===== config.mk =====
export PLATFORM = sky130hd
export DESIGN_NAME = lc_mem_arbiter
export DESIGN_NICKNAME = d
export VERILOG_FILES = /design/src/rtl/lc_mem_arbiter.sv
export SDC_FILE = /design/constraint.sdc
export NUM_CORES = 1
export LEC_CHECK = 0
export CAP_MARGIN = 20
export CORE_AREA = 2 2 213 215
export DETAILED_ROUTE_END_ITERATION = 8
export DIE_AREA = 0 0 215 217
export PLACE_DENSITY = 0.51
export SLEW_MARGIN = 20
export SYNTH_ARGS = -nofsm -noshare
export SYNTH_HDL_FRONTEND = slang
export SYNTH_SLANG_ARGS = --single-unit

===== constraint.sdc =====
create_clock -name clk -period 2.77 [get_ports clk]
set_input_delay 0.554 -clock clk [delete_from_list [all_inputs] [get_ports clk]]
set_output_delay 0.554 -clock clk [all_outputs]
set_load 0.01 [all_outputs]

===== src/rtl/lc_mem_arbiter.sv =====
// ---------------------------------------------------------------------------
// lc_mem_arbiter
//
// Round-robin arbiter and read sequencer in front of the single read port of
// the lifecycle-token ROM (lc_memory). NUM_REQ requesters compete for the
// port; the winner gets exactly one read, out-of-range addresses are
// answered locally with an error and never reach the ROM, and the response
// is returned as a one-cycle pulse on the winner's rsp_valid bit only.
//
// Transaction shape (one outstanding read at a time):
//   IDLE  -> ISSUE : winner picked, gnt and mem_rd_en registered
//   ISSUE -> WAIT  : mem_rd_en dropped after one cycle
//   WAIT  -> RESP  : ROM valid seen, data captured into rsp_data
//   RESP  -> IDLE  : rsp_valid pulse ends, gnt released
// An out-of-range address goes ISSUE -> RESP directly with rsp_err=1.
//
// Optional build macro LC_ARB_TIMEOUT_EN: bounds the WAIT state to TIMEOUT
// cycles and returns an error response if the ROM never answers. Without
// the macro the sequencer waits for mem_valid indefinitely.
// ---------------------------------------------------------------------------
module lc_mem_arbiter #(
    parameter  int NUM_REQ = 4,
    parameter  int WIDTH   = 256,
    parameter  int LENGTH  = 6,
    parameter  int TIMEOUT = 8,
    localparam int AW      = $clog2(LENGTH)
) (
    input  logic                  clk,
    input  logic                  rst,
    input  logic [NUM_REQ-1:0]    req,
    input  logic [NUM_REQ*AW-1:0] req_addr,
    output logic [NUM_REQ-1:0]    gnt,
    output logic [NUM_REQ-1:0]    rsp_valid,
    output logic [WIDTH-1:0]      rsp_data,
    output logic                  rsp_err,
    output logic                  mem_rd_en,
    output logic [AW-1:0]         mem_addr,
    input  logic [WIDTH-1:0]      mem_rdData,
    input  logic                  mem_valid
);

    localparam int PW = $clog2(NUM_REQ);

    typedef enum logic [1:0] {
        S_IDLE,
        S_ISSUE,
        S_WAIT,
        S_RESP
    } state_t;

    // Registered state and outputs
    state_t               r_state;
    logic [PW-1:0]        r_ptr;
    logic [NUM_REQ-1:0]   r_gnt;
    logic [NUM_REQ-1:0]   r_rsp_valid;
    logic [WIDTH-1:0]     r_rsp_data;
    logic                 r_rsp_err;
    logic                 r_rd_en;
    logic [AW-1:0]        r_mem_addr;
    logic                 r_oor;

    // Arbitration results for the current cycle
    logic                 w_any;
    logic                 w_found;
    logic [PW:0]          w_cand;
    logic [PW-1:0]        w_win_idx;
    logic [AW-1:0]        w_win_addr;
    logic                 w_win_oor;
    logic [PW-1:0]        w_next_ptr;
    logic [NUM_REQ-1:0]   w_win_onehot;

`ifdef LC_ARB_TIMEOUT_EN
    localparam int CW = $clog2(TIMEOUT + 1);
    logic [CW-1:0]        r_wait_cnt;
    logic                 w_wait_expired;

    assign w_wait_expired = (r_wait_cnt == CW'(TIMEOUT - 1));
`else
    // TIMEOUT only matters when the WAIT bound is compiled in.
    logic                 w_unused_timeout;

    assign w_unused_timeout = ^TIMEOUT;
`endif

    // Round-robin search from r_ptr upward with wrap-around; first requester found wins
    always_comb begin
        // NOTE: every combinational output gets a default before any branch,
        // otherwise paths that skip an assignment infer a latch.
        w_any        = |req;
        w_found      = 1'b0;
        w_cand       = '0;
        w_win_idx    = '0;
        for (int k = 0; k < NUM_REQ; k++) begin
            w_cand = {1'b0, r_ptr} + (PW + 1)'(k);
            if (w_cand >= (PW + 1)'(NUM_REQ)) begin
                w_cand = w_cand - (PW + 1)'(NUM_REQ);
            end
            if (!w_found && req[w_cand[PW-1:0]]) begin
                w_found   = 1'b1;
                w_win_idx = w_cand[PW-1:0];
            end
        end
        w_win_addr   = req_addr[w_win_idx*AW +: AW];
        w_win_oor    = (int'(w_win_addr) >= LENGTH);
        w_next_ptr   = (w_win_idx == PW'(NUM_REQ - 1)) ? '0 : w_win_idx + 1'b1;
        w_win_onehot = NUM_REQ'(1) << w_win_idx;
    end

    // Transaction FSM: arbitration, ROM handshake, response pulse; all outputs registered
    always_ff @(posedge clk or negedge rst) begin
        if (!rst) begin
            r_state     <= S_IDLE;
            r_ptr       <= '0;
            r_gnt       <= '0;
            r_rsp_valid <= '0;
            r_rsp_data  <= '0;
            r_rsp_err   <= 1'b0;
            r_rd_en     <= 1'b0;
            r_mem_addr  <= '0;
            r_oor       <= 1'b0;
`ifdef LC_ARB_TIMEOUT_EN
            r_wait_cnt  <= '0;
`endif
        end else begin
            // NOTE: sequential state uses non-blocking assignments so every
            // register here samples the pre-edge values of the others.
            case (r_state)
                S_IDLE: begin
                    // Late ROM valids (e.g. after a timeout) are ignored here.
                    if (w_any) begin
                        r_gnt   <= w_win_onehot;
                        r_ptr   <= w_next_ptr;
                        r_oor   <= w_win_oor;
                        // The read strobe is raised together with the grant so
                        // the ROM answers two edges after arbitration.
                        r_rd_en <= !w_win_oor;
                        if (!w_win_oor) begin
                            r_mem_addr <= w_win_addr;
                        end
                        r_state <= S_ISSUE;
                    end
                end

                S_ISSUE: begin
                    r_rd_en <= 1'b0;
                    if (r_oor) begin
                        // Rejected locally: the ROM never sees this address.
                        r_rsp_valid <= r_gnt;
                        r_rsp_data  <= '0;
                        r_rsp_err   <= 1'b1;
                        r_state     <= S_RESP;
                    end else begin
`ifdef LC_ARB_TIMEOUT_EN
                        r_wait_cnt  <= '0;
`endif
                        r_state     <= S_WAIT;
                    end
                end

                S_WAIT: begin
                    if (mem_valid) begin
                        r_rsp_valid <= r_gnt;
                        r_rsp_data  <= mem_rdData;
                        r_rsp_err   <= 1'b0;
                        r_state     <= S_RESP;
                    end
`ifdef LC_ARB_TIMEOUT_EN
                    else if (w_wait_expired) begin
                        r_rsp_valid <= r_gnt;
                        r_rsp_data  <= '0;
                        r_rsp_err   <= 1'b1;
                        r_state     <= S_RESP;
                    end else begin
                        r_wait_cnt  <= r_wait_cnt + 1'b1;
                    end
`endif
                end

                S_RESP: begin
                    // Pulse ends and the grant is released on the way back to IDLE.
                    r_rsp_valid <= '0;
                    r_rsp_data  <= '0;
                    r_rsp_err   <= 1'b0;
                    r_gnt       <= '0;
                    r_state     <= S_IDLE;
                end

                default: begin
                    r_state <= S_IDLE;
                end
            endcase
        end
    end

    assign gnt       = r_gnt;
    assign rsp_valid = r_rsp_valid;
    assign rsp_data  = r_rsp_data;
    assign rsp_err   = r_rsp_err;
    assign mem_rd_en = r_rd_en;
    assign mem_addr  = r_mem_addr;

endmodule


Word-level counts from Yosys, hierarchy flattened. Cells that the tools add are included.

Multipliers: 1. Shifts and indexed selects: 2. Reduce and logical (&&, ||, !) cells: 18. Bitwise operators: 1. Add/subtract/negate cells: 8. Magnitude comparators: 9. Equality and inequality tests: 7. Mux-type cells: 37.

Operators with widths (number): $pmux W256 S3 (1); $mux W256 (2); $mux W2 (11); $ge A3 B3 Y1 const B (4); $lt A2 B3 Y1 const B (4); $mux W4 (3); $pmux W4 S3 (1); $shiftx A12 B5 Y3 (1); $mux W1 (11); $bmux W1 S2 (4); $pmux W2 S4 (1); $pmux W4 S2 (1); $reduce_and A2 Y1 (4); $sub A2 B1 Y2 const B (4); $add A2 B2 Y3 const B (2); $eq A2 B2 Y1 const B (3); $ne A2 B2 Y1 const B (3); $reduce_and A3 Y1 (2); $logic_not A1 Y1 (4); $mul A2 B2 Y4 const B (1); $reduce_bool A2 Y1 (2); $reduce_or A4 Y1 (1); $shl A1 B2 Y4 const A (1); $add A2 B1 Y3 const B (1); 9 further kinds (11).

Logic and storage cells: 92. Output and inout port bits: 269. Flip-flop bits (word level): 274.

Depth between registers and ports, before layout. Gate-level depths: netlist of the first run.

Word-level depth: 20. Gate-level depth with buffers: 11. Gate-level depth less buffers: 7.

Worst setup path before layout of the first run. Ideal clock, no wire load.

Path type: input to register. Start: input req[2]. End: register r_mem_addr[0] (netlist: mem_addr[0]). Arrival time: 2145 ps. Stages on the path: 7. Data required time: 2645 ps. Buffers on the path: 0. Setup time: 125 ps. Slack: 500 ps. Cells stage by stage: mux2i_1 -> nor2_1 -> a311oi_4 -> mux2i_1 -> mux2_4 -> o21ai_2 -> mux2_2.

Longest elaborated chain between the ends: 17. Elaborated cells on any way between the ends: 27.

RTL lines: from (decl) (line 30) `input logic [NUM_REQ-1:0] req,`; $bmux W1 S2 (line 98) `if (!w_found && req[w_cand[PW-1:0]]) begin`; $mux W1 (not written as such) (line 98); $mux W1 (line 98); $logic_not A1 Y1 (line 98); $logic_and A1 B1 Y1 (line 98); $mux W1 (line 98); $logic_not A1 Y1 (line 98); $logic_and A1 B1 Y1 (line 98); $mux W1 (line 98); $logic_not A1 Y1 (line 98); $logic_and A1 B1 Y1 (line 98); $mux W2 (line 98); $mul A2 B2 Y4 (line 103) `w_win_addr = req_addr[w_win_idx*AW +: AW];`; $shiftx A12 B5 Y3 (line 103); $ge A3 B3 Y1 (line 104) `w_win_oor = (int'(w_win_addr) >= LENGTH);`; $not A1 Y1 (no source line); $reduce_and A3 Y1 (no source line); to (signal assigned) (line 138) `r_mem_addr <= w_win_addr;`; to (decl) (line 59) `logic [AW-1:0] r_mem_addr;`.

Several ways; a longest one is shown, not always the timed one. The select of a mux whose other input is x is not followed. A chain may end at the register's enable or synchronous reset.

Worst setup path after layout of the first run.
Start: register r_state[0]. End: register r_rsp_data[84] (netlist: rsp_data[84]).

Longest elaborated chain between the ends: 3. Elaborated cells on any way between the ends: 8.

RTL lines: from (decl) (line 52) `state_t r_state;`; from (signal assigned) (line 112) `r_state <= S_IDLE;`; from (signal assigned) (line 140) `r_state <= S_ISSUE;`; from (signal assigned) (line 151) `r_state <= S_RESP;`; $eq A2 B1 Y1 or $eq A2 B2 Y1 (tied branches) (line 127) `case (r_state)`; $ne A2 B2 Y1 (no source line) or $reduce_bool A3 Y1 (tied branches); $reduce_and A3 Y1 (no source line); to (signal assigned) (line 163) `r_rsp_data <= mem_rdData;`; to (decl) (line 56) `logic [WIDTH-1:0] r_rsp_data;`.

Several ways; a longest one is shown, not always the timed one.

==> out/qor.yml, run 1 <==
setup_path:
  worstSetupPathType: "reg2reg"
  critical-path-top-delay-family: "buffers and inverters"
  startpoint_type: "flop"
  cpMaxStageDelayCell: "buf_12"
  setup.worst_path.end_class: "flop"
  path_buf_inv: 2
  worstSetupPathDepth: 7
  crit_path_end: "rsp_data[84]$_DFFE_PN0P_"
  crit_path_max_incr_delay_ps: 590
  regToRegEndpoint: "rsp_data[84]$_DFFE_PN0P_"
  crit_chain: "inv_1 -> ha_4 -> nor2b_1 -> a21oi_1 -> o31ai_4 -> buf_12 -> o21ai_0"
  critPathRequiredTime_ps: 3110
  regToRegStartpoint: "r_state[0]$_DFFE_PN0P_"
  cp_max_fo: 272
  ff2ff_path_depth: 7
  worstPathArrival_ps: 2860
  startpoint: "r_state[0]$_DFFE_PN0P_"
  r2r_slack_ps: 250
timing:
  post-route-min-period_ps: 2521
  slew_headroom: 0.2693
  timing.final.hold_violations: 0
  setup_slack_ps: 249.4
  rsz0062_at_grt: "no"
  max_freq_mhz: 396.7
  final-max-slew-violation-count: 0
  setup-tns-final_ps: 0
  setup_viol: 0
  skew_ps: 7.704
  hold_ws_ps: 41.71
  worst_pin_slew_ps: 1096
  finalCritPeriodShare: 0.9100
synthesis:
  synth_edf_count: 0
  ys_types: 27
  synth_top_cells_by_area: "dfrtp_1, nand2_1, o21ai_0, clkbuf_1, ha_1"
  synth.most_common_cell: "nand2_1"
  synth_common_cells: "nand2_1, dfrtp_1, o21ai_0"
  syn-instance-count: 1214
  ys_ff_latch: 274
  async_flop_share: 1.000
  synth_top_area_cell: "dfrtp_1"
  syn-mean-instance-area_um2: 9.069
  yosysSeqAreaShare: 0.6228
  yosysWarningCount: 0
  syn-cell-area_um2: 11010
  synth_nets: 1498
  synth_ff_type: "dfrtp_1"
  synth_top_cell_area_share: 0.6228
finish:
  final_net_count: 2015
  syn2layout_area_growth_pct: 66.20
  fin_area_um2: 18300
  fillers: 4569
  drive_gt1_frac: 0.04906
place:
  dpl.hpwl_mm: 28.38
  io_buffers: 543
  routabilityCongestion: 0.8152
  place_ws_ps: 16.31
  placed_area_um2: 17160
clocking:
  root_buffer: "clkbuf_16"
  cts.clk_slew.worst_paths_ps: 60
  insertion_delay_ps: 520
  cts_hold_buf: 0
  post_cts_buffers: 0
  clockBufferDepth: 3
  cts_made_buffers: 34
  ctsResizeCount: 0
  cts.sink_count: 274
  cts_tree: "done"
  htree_levels: 2
job:
  max-cap-violations: 0
routing:
  vias: 9884
  remaining_drc_errors: 0
  drtIter0Drc: 571
  drtAntennaViolNets: 0
  firstDrtPassIters: 4
  avgRoutedWirePerCell_um: 16.57
  routed_wl_mm: 39.02
  vias_per_cell: 4.197
power_and_ir_drop:
  ir_drop_v: 0.001485
  power-per-cell-area_nw_per_um2: 948.9
  p_leak_nw: 7.599
grt:
  grt_max_degree: 273
  grt_pass1_vias: 10076
  grt_pass1_wl_mm: 60.40
  antenna_found_initial: 1
  grt_overflow: 0
  grtUsageTotal: 0.1651
min_path:
  hp-class: "in2async"
die:
  die_h_um: 217
  die_x_um: 215
  initial_core_util: 0.2463
  fp.dieArea_um2: 46660
  placementRows: 78
  core_um2: 44700
  ios: 544
run_status:
  outcome: "finished clean"
[state kept, by name (all words and copies together), names as in the netlist]
| name | flops |
|---|---|
| r_oor | 1 |
| r_state | 2 |
| mem_rd_en | 1 |
| rsp_valid | 4 |
| mem_addr | 3 |
| rsp_data | 256 |
| r_ptr | 2 |
| gnt | 4 |
| rsp_err | 1 |
[placed cells by master, fill, tap and decap left out, types with 2 or more instances in the layout]
master and count:
mux2i_1 6, buf_12 8, a211oi_1 3, nor2b_1 2
nand2b_1 6, o21ai_0 265, clkdlybuf4s50_1 542, clkinv_2 4
buf_4 17, inv_1 8, a22o_1 4, ha_1 8
clkbuf_16 37, dfrtp_1 274, mux2_2 2, diode_2 2
clkbuf_8 9, clkbuf_1 6, nor2_1 3, nand2_1 522
a21oi_1 11
[how the worst min path moves through the flow]
| stage | endpoint | depth (start not counted) |
|---|---|---|
| after floorplan | gnt[0]$_DFFE_PN0P_ | 0 |
| after global placement | rsp_data[5]$_DFFE_PN0P_ | 2 |
| after detailed placement | rsp_data[228]$_DFFE_PN0P_ | 2 |
| after CTS | rsp_data[222]$_DFFE_PN0P_ | 1 |
| after global routing | rsp_data[230]$_DFFE_PN0P_ | 1 |
| final | rsp_data[222]$_DFFE_PN0P_ | 1 |
[area by class of cell]
type                       instances  area, µm²  area share
multi-input combinational        845       3797      0.2075
antenna                            2      5.005   0.0002735
timing repair buffer             568       5728      0.3130
clock inverter                     6      57.56    0.003146
tap                              600      750.7     0.04103
sequential                       274       6857      0.3747
clock buffer                      52       1072     0.05860
inverter                           8      30.03    0.001641
[cells by family after synthesis]
group	share of synthesized area
buf+inv	0.03466
simple gates	0.1858
mux	0.008864
flops	0.6228
compound gates	0.1376
fa+ha+maj	0.01023
[report_power, final]
part,internal (mW),leakage [nW],switching (mW),total (mW)
logic,2.96,3.35,4.51,7.48
registers,4.95,3.70,0.484,5.43
clock network,2.75,0.558,1.71,4.45
total,10.7,7.60,6.70,17.4
[metal layers]
layer | GRT usage | part of all wire
met1 | 0.2038 | 0.42
met3 | 0.05926 | 0.087
met2 | 0.2671 | 0.46
met5 | 0 | 0
met4 | 0.05862 | 0.027
[per-stage QoR]
step           std cells  power, mW  utilization
3_3_place_gp        2295      13.03       0.3840
6_report            2355      17.36       0.4094
3_5_place_dp        2295      13.12       0.3840
5_1_grt             2353      18.75       0.4092
4_1_cts             2353      17.70       0.4092
2_1_floorplan       1214      9.617            -
(Power assumes the default switching activity.)
==> run 2: changes to the inputs <==
--- a/config.mk
+++ b/config.mk
@@ -7,8 +7,10 @@
 export LEC_CHECK = 0
 export CAP_MARGIN = 20
 export CORE_AREA = 2 2 213 215
+export CTS_CLUSTER_SIZE = 12
 export DETAILED_ROUTE_END_ITERATION = 8
 export DIE_AREA = 0 0 215 217
+export GPL_TIMING_DRIVEN = 0
 export PLACE_DENSITY = 0.51
 export SLEW_MARGIN = 20
 export SYNTH_ARGS = -nofsm -noshare
==> out/qor.yml, run 2 (synthesis results as in run 1) <==
run_status:
  outcome: "finished clean"
die:
  core_um2: 44700  # unchanged
  fp.dieArea_um2: 46660  # unchanged
  die_h_um: 217  # unchanged
  die_x_um: 215  # unchanged
  placementRows: 78  # unchanged
  ios: 544  # unchanged
  initial_core_util: 0.2463  # unchanged
finish:
  fillers: 4596  # +0.59%
  largest_register_ffs: 256  # unchanged
  drive_gt1_frac: 0.04885  # -0.0002113
  final_net_count: 2081  # +3.3%
  layout_commonest_cell: "clkdlybuf4s50_1"
  syn2layout_area_growth_pct: 68.04
  final_cell_mix: "clkdlybuf4s50_1, nand2_1, dfrtp_1"
timing:
  setup_slack_ps: 229.0  # -20.39 ps
  timing.final.hold_violations: 0  # unchanged
  max_freq_mhz: 393.5  # -0.80%
  finalCritPeriodShare: 0.9173  # +0.007361
  final-max-slew-violation-count: 0  # unchanged
  worst_pin_slew_ps: 799.7  # -296.4 ps
  setup_viol: 0  # unchanged
  rsz0062_at_grt: "no"
  hold_ws_ps: 473.3  # +431.6 ps
  skew_ps: 10.29  # +2.583 ps
  slew_headroom: 0.4669  # +0.1976
  setup-tns-final_ps: 0  # unchanged
  post-route-min-period_ps: 2541  # +20.39 ps
place:
  io_buffers: 543  # unchanged
  place_ws_ps: -1129  # -1145 ps
  dpl.hpwl_mm: 34.19  # +20%
  routabilityCongestion: 0.8723  # +7.0%
clocking:
  clockBufferDepth: 3  # unchanged
  htree_levels: 2  # unchanged
  root_buffer: "clkbuf_16"
  cts.clk_slew.worst_paths_ps: 60  # about the same
  cts_made_buffers: 35  # +2.9%
  insertion_delay_ps: 540  # +20 ps
  cts.sink_count: 274  # unchanged
  cts_tree: "done"
  post_cts_buffers: 0  # unchanged
power_and_ir_drop:
  p_switching_mw: 7.581  # +13%
  sequentialPowerShare: 0.295  # -0.018
  pwr-share-clk: 0.250  # -0.007
  intPower_mw: 10.90  # +2.3%
  ir_drop_v: 0.0005980  # -60%
  swShare: 0.4102  # +0.02416
  p_total_mw: 18.48  # +6.5%
  share_comb_of_total_power: 0.455  # +0.024
  power-per-cell-area_nw_per_um2: 999.1  # +5.3%
  p_leak_nw: 7.663  # +0.84%
grt:
  grt_pass1_vias: 10967  # +8.8%
  grt_max_degree: 90  # -67%
  antenna_found_initial: 6  # +5
  grtUsageTotal: 0.1897  # +0.02455
  grt_overflow: 0  # unchanged
  grt_pass1_wl_mm: 68.10  # +13%
routing:
  firstDrtPassIters: 5  # +1
  avgRoutedWirePerCell_um: 18.55  # +12%
  routed_wl_mm: 44.98  # +15%
  drtAntennaViolNets: 0  # unchanged
  drtIter0Drc: 609  # +6.7%
  remaining_drc_errors: 0  # unchanged
  vias: 10658  # +7.8%
  vias_per_cell: 4.397  # +4.8%
setup_path:
  worstPathArrival_ps: 2950  # +90 ps
  cpMaxStageDelayCell: "a311oi_4"
  crit_chain: "clkdlybuf4s50_1 -> mux2i_1 -> nor2_1 -> a311oi_4 -> mux2i_1 -> mux2_4 -> o21ai_2 -> mux2_2"
  worstSetupPathType: "in2reg"
  path_common_cell: "mux2i_1"
  startpoint_type: "primary input"
  critical-path-top-delay-family: "multiplexers"
  crit_path_max_incr_delay_ps: 630  # +40 ps
  path_buf_inv: 1  # -1
  critPathRequiredTime_ps: 3180  # +70 ps
  cp_max_fo: 11  # -96%
  setup.worst_path.end_class: "flop"
min_path:
  hp-class: "reg2reg"
job:
  max-cap-violations: 0  # unchanged
==> run 2: cell types whose count changed in the layout (fill, tap and decap cells not counted), sizes merged <==
cell         before  now
dlygate4sd3       0    1
bufinv            1    2
clkbuf           52  120
clkinv            4    3
==> run 2: metal layers <==
metal,vias up,routed length (µm),track usage
met2,406,21790,0.3228
met4,8,1049,0.05402
met3,68,4178,0.07463
li1,5105,-,-
met1,5071,17910,0.2219
met5,-,46,0
==> run 2: per-stage QoR <==
step,area (µm²),cells,util
after floorplan,11010,1214,-
after global placement,17200,2357,0.3847
after detailed placement,17290,2360,0.3868
after CTS,18480,2422,0.4134
after global routing,18500,2424,0.4139
final,18500,2424,0.4139
==> run 2: final timing paths <==
path,cells past startpoint,startpoint,slack [ps],end
worst max register to register,6,r_state[1]$_DFFE_PN0P_,260,rsp_data[211]$_DFFE_PN0P_
worst min-delay path,2,rsp_data[153]$_DFFE_PN0P_,470,rsp_data[153]$_DFFE_PN0P_
max in group asynchronous,4,rst,1120,rsp_valid[1]$_DFFE_PN0P_
worst max-delay path,8,req[0],230,mem_addr[0]$_DFFE_PN0P_
worst min register to register,2,rsp_data[153]$_DFFE_PN0P_,470,rsp_data[153]$_DFFE_PN0P_
min in group asynchronous,2,rst,570,rsp_data[83]$_DFFE_PN0P_
==> run 2: cell type report <==
class | instances | area (µm²) | area share
antenna | 2 | 5.005 | 0.0002705
buffer | 86 | 367.9 | 0.01988
clock buffer | 56 | 1077 | 0.05823
clock inverter | 6 | 82.58 | 0.004464
inverter | 8 | 30.03 | 0.001623
multi-input combinational | 845 | 3797 | 0.2053
sequential | 274 | 6857 | 0.3706
tap | 600 | 750.7 | 0.04058
timing repair buffer | 547 | 5533 | 0.2991
==> run 2: power groups by stage <==
stage	Sequential [mW]	Clock (mW)	Combinational [mW]
CTS	5.46	4.76	8.60
global placement	5.49	0	8.46
floorplan	5.84	0	3.78
finish	5.46	4.61	8.41
detailed placement	5.51	0	8.53
global route	5.57	4.94	9.36
==> run 2: worst reg2reg max path, delay by kind of cell (launching register included) <==
kind	cells	cell delay [ps]
compound gates	2	740
fa+ha+maj	1	290
buf+inv	3	920
flops	1	420
==> run 2: what timing repair did <==
| item | 4_1_cts | 5_1_grt |
|---|---|---|
| gates resized for setup | 9 | 7 |
| hold endpoints to repair | 58 | 0 |
| endpoints found under the setup margin | 260 | 222 |
| hold buffers | 1 | 0 |
| cloned | 0 | 0 |
| pin swaps | 0 | 1 |
